$ cat src/rtl/slink_pkg.sv
// slink_pkg: constants, FSM encoding and CRC parameters shared by the SLINK receive checker.
package slink_pkg;
    localparam logic [15:0] CRC_POLY     = 16'h1021;
    localparam logic [15:0] CRC_SEED     = 16'hFFFF;
    localparam int          OFS_TICK     = 0;
    localparam int          OFS_LEN      = 1;
    localparam logic [8:0]  PKT_OVERHEAD = 9'd4;
    typedef enum logic [1:0] {ST_IDLE, ST_TICK, ST_LEN, ST_BODY} state_t;
endpackage

$ cat src/rtl/slink_crc16.sv
// slink_crc16: combinational CRC-16/CCITT update for one byte, MSB first.
module slink_crc16
    import slink_pkg::*;
(
    input  logic [15:0] crc_in,
    input  logic [7:0]  data,
    output logic [15:0] crc_out
);
    always_comb begin
        crc_out = crc_in ^ {data, 8'h00};
        for (int i = 0; i < 8; i++)
            crc_out = crc_out[15] ? ({crc_out[14:0], 1'b0} ^ CRC_POLY) : {crc_out[14:0], 1'b0};
    end
endmodule

$ cat src/rtl/slink_pkt_check.sv
// slink_pkt_check: per-channel SLINK RX packet checker producing per-packet length/tick/CRC
// verdicts plus the SOP-gap based delay and link-break levels.
module slink_pkt_check
    import slink_pkg::*;
#(
    parameter logic [23:0] BREAK_TIMEOUT = 24'd1_250_000,
    parameter logic [23:0] DELAY_MAX     = 24'd125_000,
    parameter logic [15:0] CRC_INIT      = CRC_SEED
) (
    input  logic       clk_125m,
    input  logic       rst_125m,
    input  logic [7:0] rx_data,
    input  logic       rx_valid,
    input  logic       rx_sop,
    input  logic       rx_eop,
    output logic       chn_pkt_eop,
    output logic       chn_pkt_len_err,
    output logic       chn_pkt_tick_err,
    output logic       chn_pkt_crc_err,
    output logic       chn_pkt_delay_err,
    output logic       chn_break_err
);
    state_t      r_state;
    logic [8:0]  r_cnt;
    logic [7:0]  r_len;
    logic [7:0]  r_tick;
    logic [7:0]  r_prev_tick;
    logic        r_first;
    logic [15:0] r_crc;
    logic [15:0] r_sh;
    logic [23:0] r_gap;
    logic        r_eop;
    logic        r_len_err;
    logic        r_tick_err;
    logic        r_crc_err;
    logic        r_delay;
    logic        r_break;

    logic        w_sop;
    logic        w_done;
    logic [8:0]  w_cnt_inc;
    logic [15:0] w_crc_fold;
    logic [15:0] w_crc;
    logic [7:0]  w_t;
    logic        w_len_err;
    logic        w_crc_err;
    logic        w_tick_err;
    logic        w_good;

    // r_sh holds the two most recent bytes; the older one is folded in as each new byte lands,
    // so at EOP the CRC covers everything but the trailing CRC bytes sitting in r_sh.
    slink_crc16 u_crc (
        .crc_in  (r_crc),
        .data    (r_sh[15:8]),
        .crc_out (w_crc_fold)
    );

    assign w_sop      = rx_valid & rx_sop;
    assign w_done     = rx_valid & ((r_state == ST_IDLE) ? (rx_sop & rx_eop) : (rx_sop | rx_eop));
    assign w_cnt_inc  = r_cnt + {8'd0, ~&r_cnt};
    assign w_crc      = (r_cnt > 9'(OFS_LEN)) ? w_crc_fold : r_crc;
    assign w_t        = (r_state == ST_IDLE) ? rx_data : r_tick;
    assign w_len_err  = rx_sop | (r_state != ST_BODY) | (w_cnt_inc != 9'(r_len) + PKT_OVERHEAD);
    assign w_crc_err  = w_len_err | (w_crc != {r_sh[7:0], rx_data});
    assign w_tick_err = ~r_first & (w_t != r_prev_tick + 8'd1);
    assign w_good     = w_done & ~w_crc_err;

    always_ff @(posedge clk_125m or negedge rst_125m) begin
        if (!rst_125m) begin
            r_state     <= ST_IDLE;
            r_cnt       <= '0;
            r_len       <= '0;
            r_tick      <= '0;
            r_prev_tick <= '0;
            r_first     <= 1'b1;
            r_crc       <= CRC_INIT;
            r_sh        <= '0;
            r_gap       <= '0;
            r_eop       <= 1'b0;
            r_len_err   <= 1'b0;
            r_tick_err  <= 1'b0;
            r_crc_err   <= 1'b0;
            r_delay     <= 1'b0;
            r_break     <= 1'b1;
        end else begin
            r_gap   <= w_sop ? '0 : r_gap + {23'd0, ~&r_gap};
            r_delay <= w_sop ? 1'b0 : (r_gap > DELAY_MAX);
            r_break <= w_good ? 1'b0 : ((r_gap > BREAK_TIMEOUT) | r_break);
            r_first <= (r_gap > BREAK_TIMEOUT) | (r_first & ~w_done);
            r_eop   <= w_done;
            if (w_done) begin
                r_len_err   <= w_len_err;
                r_crc_err   <= w_crc_err;
                r_tick_err  <= w_tick_err;
                r_prev_tick <= w_t;
            end
            // A SOP+EOP byte arriving mid-packet only closes the aborted packet.
            if (w_sop) begin
                r_state <= rx_eop ? ST_IDLE : ST_TICK;
                r_cnt   <= 9'(OFS_TICK + 1);
                r_tick  <= rx_data;
                r_crc   <= CRC_INIT;
                r_sh    <= {8'h00, rx_data};
            end else if (rx_valid && r_state != ST_IDLE) begin
                r_state <= rx_eop ? ST_IDLE : (r_state == ST_TICK) ? ST_LEN : ST_BODY;
                r_cnt   <= w_cnt_inc;
                r_crc   <= w_crc;
                r_sh    <= {r_sh[7:0], rx_data};
                if (r_state == ST_TICK)
                    r_len <= rx_data;
            end
        end
    end

    assign chn_pkt_eop       = r_eop;
    assign chn_pkt_len_err   = r_len_err;
    assign chn_pkt_tick_err  = r_tick_err;
    assign chn_pkt_crc_err   = r_crc_err;
    assign chn_pkt_delay_err = r_delay;
    assign chn_break_err     = r_break;
endmodule
$ cat config.mk
export PLATFORM = sky130hd
export DESIGN_NAME = slink_pkt_check
export DESIGN_NICKNAME = d
export VERILOG_FILES = /design/src/rtl/slink_pkg.sv /design/src/rtl/slink_crc16.sv /design/src/rtl/slink_pkt_check.sv
export SDC_FILE = /design/constraint.sdc
export NUM_CORES = 1
export LEC_CHECK = 0
export ABC_AREA = 1
export CAP_MARGIN = 20
export CORE_MARGIN = 2
export CORE_UTILIZATION = 50
export DETAILED_ROUTE_END_ITERATION = 8
export GPL_ROUTABILITY_DRIVEN = 0
export PLACE_DENSITY = 0.67
export SYNTH_ARGS = -nofsm -noshare
export SYNTH_HDL_FRONTEND = slang
export SYNTH_SLANG_ARGS = --single-unit
$ cat constraint.sdc
create_clock -name clk_125m -period 2.9 [get_ports clk_125m]
set_clock_uncertainty 0.1 [all_clocks]
set_input_delay 0.87 -clock clk_125m [delete_from_list [all_inputs] [get_ports clk_125m]]
set_output_delay 0.87 -clock clk_125m [all_outputs]
set_load 0.05 [all_outputs]
After elaboration in Yosys (flattened, before gate mapping)
Index checks and enable logic that the tools add are counted. Widths: inputs -> output; s select.

Bits in registers: 98. Latch bits: 0. Bits in writable memories: 0. ROM bits: 0. Bits of input ports: 13. Logic and storage cells: 86. Memories kept: 0.

Add/subtract/negate cells: 4. $mul: 0. Divide/modulo/power cells: 0. $lt $le $gt $ge: 3. Equality and inequality tests: 5. Shifts and indexed selects: 0. Mux-type cells: 25. Bitwise operators: 25. Reductions and logical operators: 9.

Operators with widths (number): $mux 13 (8); $mux 16 (5); $add 24x1->24 (1); $gt 24x17->1 const B (1); $gt 24x21->1 const B (1); $mux 24 (1); $not 3->3 (8); $reduce_and 24->1 (1); $mux 9 (2); $ne 16x16->1 (1); $xor 16x16->16 (1); $add 8x3->9 const B (1); $add 9x1->9 (1); $gt 9x1->1 const B (1); $ne 9x9->1 (1); $reduce_and 9->1 (1); $add 8x1->8 const B (1); $mux 8 (1); $ne 8x8->1 (1); $and 1x1->1 (6); $mux 2 (3); $or 1x1->1 (6); $mux 1 (5); $not 1->1 (4); 7 further kinds (9).

Logic depth before layout (Yosys ltp)
Word-level depth: 23. Depth in mapped cells: 18. Gate-level depth less buffers: 18.

Hierarchy
From an unflattened synthesis, not the netlist that was laid out.

Cells, all modules: 879. Area, all modules: 6114.6 um^2.

By module, submodules not included: slink_pkt_check (times used 1, cells an instance 764, area an instance 5622.9 um^2, sequential area each 2474.9 um^2); slink_crc16 (times used 1, cells an instance 115, area an instance 491.7 um^2, sequential area each 0.0 um^2).

Least setup slack after synthesis
Ideal clock, no wire load.

Kind: register to register. Start: reg r_gap[16]. End: reg r_gap[22]. Library setup time: 94 ps. Arrival time: 2086 ps. Path slack: 620 ps. Stages on the path, launching flop included: 18. Period minus slack after synthesis: 2280 ps. Cells stage by stage: dfrtp_1 -> nand2_1 -> inv_1 -> nand4_1 -> nor4_1 -> nand4_1 -> ha_1 -> ha_1 -> nand2_1 -> nor2_2 -> nand2_2 -> nor2_4 -> nand2_2 -> nor2_4 -> nand2_2 -> nor2_4 -> a31oi_1 -> a211oi_1.

Word-level cells in the longest chain between the ends: 4.

RTL lines: start, declared (RTL line slink_pkt_check.sv:31) `logic [23:0] r_gap;`; start signal, assigned (RTL line slink_pkt_check.sv:86) `r_gap <= w_sop ? '0 : r_gap + {23'd0, ~&r_gap};`; $reduce_and 24->1 (RTL line slink_pkt_check.sv:86); $logic_not 1->1 (RTL line slink_pkt_check.sv:86); $add 24x1->24 * (RTL line slink_pkt_check.sv:86); $mux 24 * (RTL line slink_pkt_check.sv:86).

Mark *: on every way between the ends. The rest lies on a longest branch, timed or not. A chain may end at the register's enable or synchronous reset.

Worst setup path in the final report
Start: reg r_break, in the netlist chn_break_err. End: out chn_break_err.

RTL lines: start, declared (RTL line slink_pkt_check.sv:37) `logic r_break;`; start signal, assigned (RTL line slink_pkt_check.sv:88) `r_break <= w_good ? 1'b0 : ((r_gap > BREAK_TIMEOUT) | r_break);`; end, declared (RTL line slink_pkt_check.sv:21) `output logic chn_break_err`.

No word-level cell between the ends.

==> impl_metrics.toml <==
[layout]
fin_nets = 866
drive_above_1_share_pct = 9.390
num_antenna_cells = 0
area_growth_pct = 11.94
fillerInstances = 1063

[clocking]
cts_tree = "done"
htree_levels = 3
cts.sinks = 98
cts_setup_buffers = 0
cts_buffers = 9
cts_resized = 0
clock_latency_ns = 0.36
cts_buffer_depth = 2
clockRootBuffer = "clkbuf_16"
cts_hold_buffers = 0
clkTransAtPathRegs_ns = 0.07

[global_route]
antenna_found_initial = 0
grt_busiest_layer = "met2"
grtUsageMet1_pct = 35.50
grt_max_degree = 45
first_global_vias = 5284
grtUsageMet2_pct = 38.63
grt_overflow = 0
grt_use_met3_pct = 4.482
grt_use_total_pct = 25.36
grt_pass1_wl_um = 25340

[sta]
fin_crit_sh_pct = 91.66
setup_viol = 0
worst_slack_ns = 0.2419
fin_tns_setup_ns = 0
rsz0062_at_grt = "no"
finalMaxSlewViolations = 0
fmax_mhz = 376.2
relSlewSlack_pct = 59.40
finalHoldViolations = 0
holdWs_ns = 0.3847
tightest_slew_ns = 0.6084
fin_crit_ns = 2.658

[synth]
synth_nets = 842
synth_ff_type = "dfrtp_1"
ys_types = 39
ys_warn_count = 0
yosysTopAreaCellShare_pct = 34.06
syn_area_um2 = 5877
synthArstFlopShare_pct = 100.0
yosysMostFrequentCell = "nand2_1"
synth_area_leaders = "dfrtp_1 34%, nand2_1 18%, dfstp_2 8.0%"
synthTopCellsByCount = "275 x nand2_1, 97 x inv_1, 80 x dfrtp_1"
synth_edf_count = 0
yosysTopAreaCell = "dfrtp_1"
avgSynthCellArea_um2 = 7.141
ys_seq_area_share_pct = 42.11
synth_seq_cells = 98
synthCells = 823

[setup_path]
critical_path.max_stage_delay_ns = 0.79
crit_buf_inv = 1
worstSetupPathType = "flip-flop to primary output"
path_cells = "clkdlybuf4s50_1"
slowest_stage = "clkdlybuf4s50_1"
cp.required_ns = 1.93
startpoint_type = "flip-flop"
end_kind = "primary output"
crit_family = "buffers and inverters"
path_max_fanout = 2
crit_arrival_ns = 1.69

[outcome]
status = "finished, final reports clean"

[route]
wl_um = 14950
routed-via-count = 5526
firstDrtPassIters = 5
drc = 0
via_per_inst = 5.554
drt_iter0_drc = 418
wire_per_inst_um = 15.02
final_antenna_net_count = 0

[power_and_ir_drop]
p_per_area_nw_per_um2 = 696.0
leakage_nw = 3.198
ir_worst_vdd_uv = 301.8
p_total_mw = 4.579

[floorplanning]
core_um2 = 11470
die_y_um = 112.4
die_area_um2 = 12640
start_util_pct = 51.25
io_pins = 19
rows = 39
die_w_um = 112.4

[place]
detailed_place_hpwl_um = 11030
dp_slack_ns = 0.2574
io_buffers = 18

[run]
maxCapViolations = 0

[min_path]
worstHoldPathType = "flip-flop to flip-flop"
==> layout by cell type, fill, tap and decap left out, drive strengths merged, types with 4 or more instances in the layout <==
| cell | n |
|---|---|
| nor4 | 10 |
| nand2 | 288 |
| ha | 6 |
| nor3 | 14 |
| o22ai | 15 |
| clkbuf | 11 |
| a31oi | 4 |
| dfrtp | 80 |
| o21ai | 50 |
| a22oi | 8 |
| dfstp | 18 |
| inv | 99 |
| buf | 13 |
| clkdlybuf4s50 | 17 |
| nand4 | 11 |
| nor2 | 71 |
| a21oi | 32 |
| nand3 | 67 |
| xor2 | 15 |
| xnor2 | 6 |
==> path summary, 6_finish.rpt <==
path                               startpoint             to  slack (ns)  cells past startpoint
max in group asynchronous            rst_125m      r_crc[10]        1.57                      2
worst min register to register      r_tick[5]      r_tick[5]        0.38                      2
min in group asynchronous            rst_125m      r_gap[14]        0.41                      1
worst min-delay path                r_tick[5]      r_tick[5]        0.38                      2
worst max register to register      r_gap[16]      r_gap[22]        0.30                     17
worst max-delay path            chn_break_err  chn_break_err        0.24                      1
==> state kept, by name, summed over array words and instances (netlist names) <==
register / cells
r_sh: 16
r_state: 2
r_len: 8
r_crc: 16
chn_pkt_len_err: 1
r_prev_tick: 8
chn_pkt_eop: 1
r_first: 1
chn_pkt_delay_err: 1
chn_break_err: 1
chn_pkt_tick_err: 1
chn_pkt_crc_err: 1
r_gap: 24
r_tick: 8
r_cnt: 9
==> per-layer routing <==
metal / part of all wire (%) / wire length (um)
met5: 0 / 0
met2: 45 / 6712
met3: 5.7 / 848
met4: 3.1 / 466
met1: 46 / 6921
==> final cells by class <==
| type | count | area, um2 | area share [%] |
|---|---|---|---|
| Clock buffer | 11 | 252.7 | 3.842 |
| Clock inverter | 5 | 61.31 | 0.9319 |
| Inverter | 98 | 367.9 | 5.591 |
| Multi-Input combinational cell | 610 | 2950 | 44.85 |
| Sequential cell | 98 | 2475 | 37.62 |
| Tap cell | 143 | 178.9 | 2.720 |
| Timing Repair Buffer | 30 | 292.8 | 4.450 |
==> power breakdown <==
part / total, mW / switching (mW) / internal (mW)
sequential: 1.80 / 0.195 / 1.60
clock: 1.26 / 0.545 / 0.719
combinational: 1.52 / 0.979 / 0.541
total: 4.58 / 1.72 / 2.86
==> worst min-delay path, stage by stage, from the launching register on <==
cell and delay (ns):
dfrtp_1 0.34, nand2_1 0.05, o21ai_0 0.06
==> metrics by stage <==
step	std cells	utilization [%]	cell area (um2)
2_1_floorplan	823	-	5877
3_3_place_gp	979	54.63	6265
3_5_place_dp	979	54.63	6265
4_1_cts	995	57.37	6579
5_1_grt	995	57.37	6579
6_report	995	57.37	6579
==> cells by family after synthesis <==
| family | share of synthesized area, % |
|---|---|
| AOI/OAI and AO/OA | 11.20 |
| xor gates and xnor gates | 3.130 |
| adders and majority gates | 1.277 |
| buffers and inverters | 7.686 |
| DFF | 42.11 |
| and+or+nand+nor | 34.60 |
(Power assumes the default switching activity.)
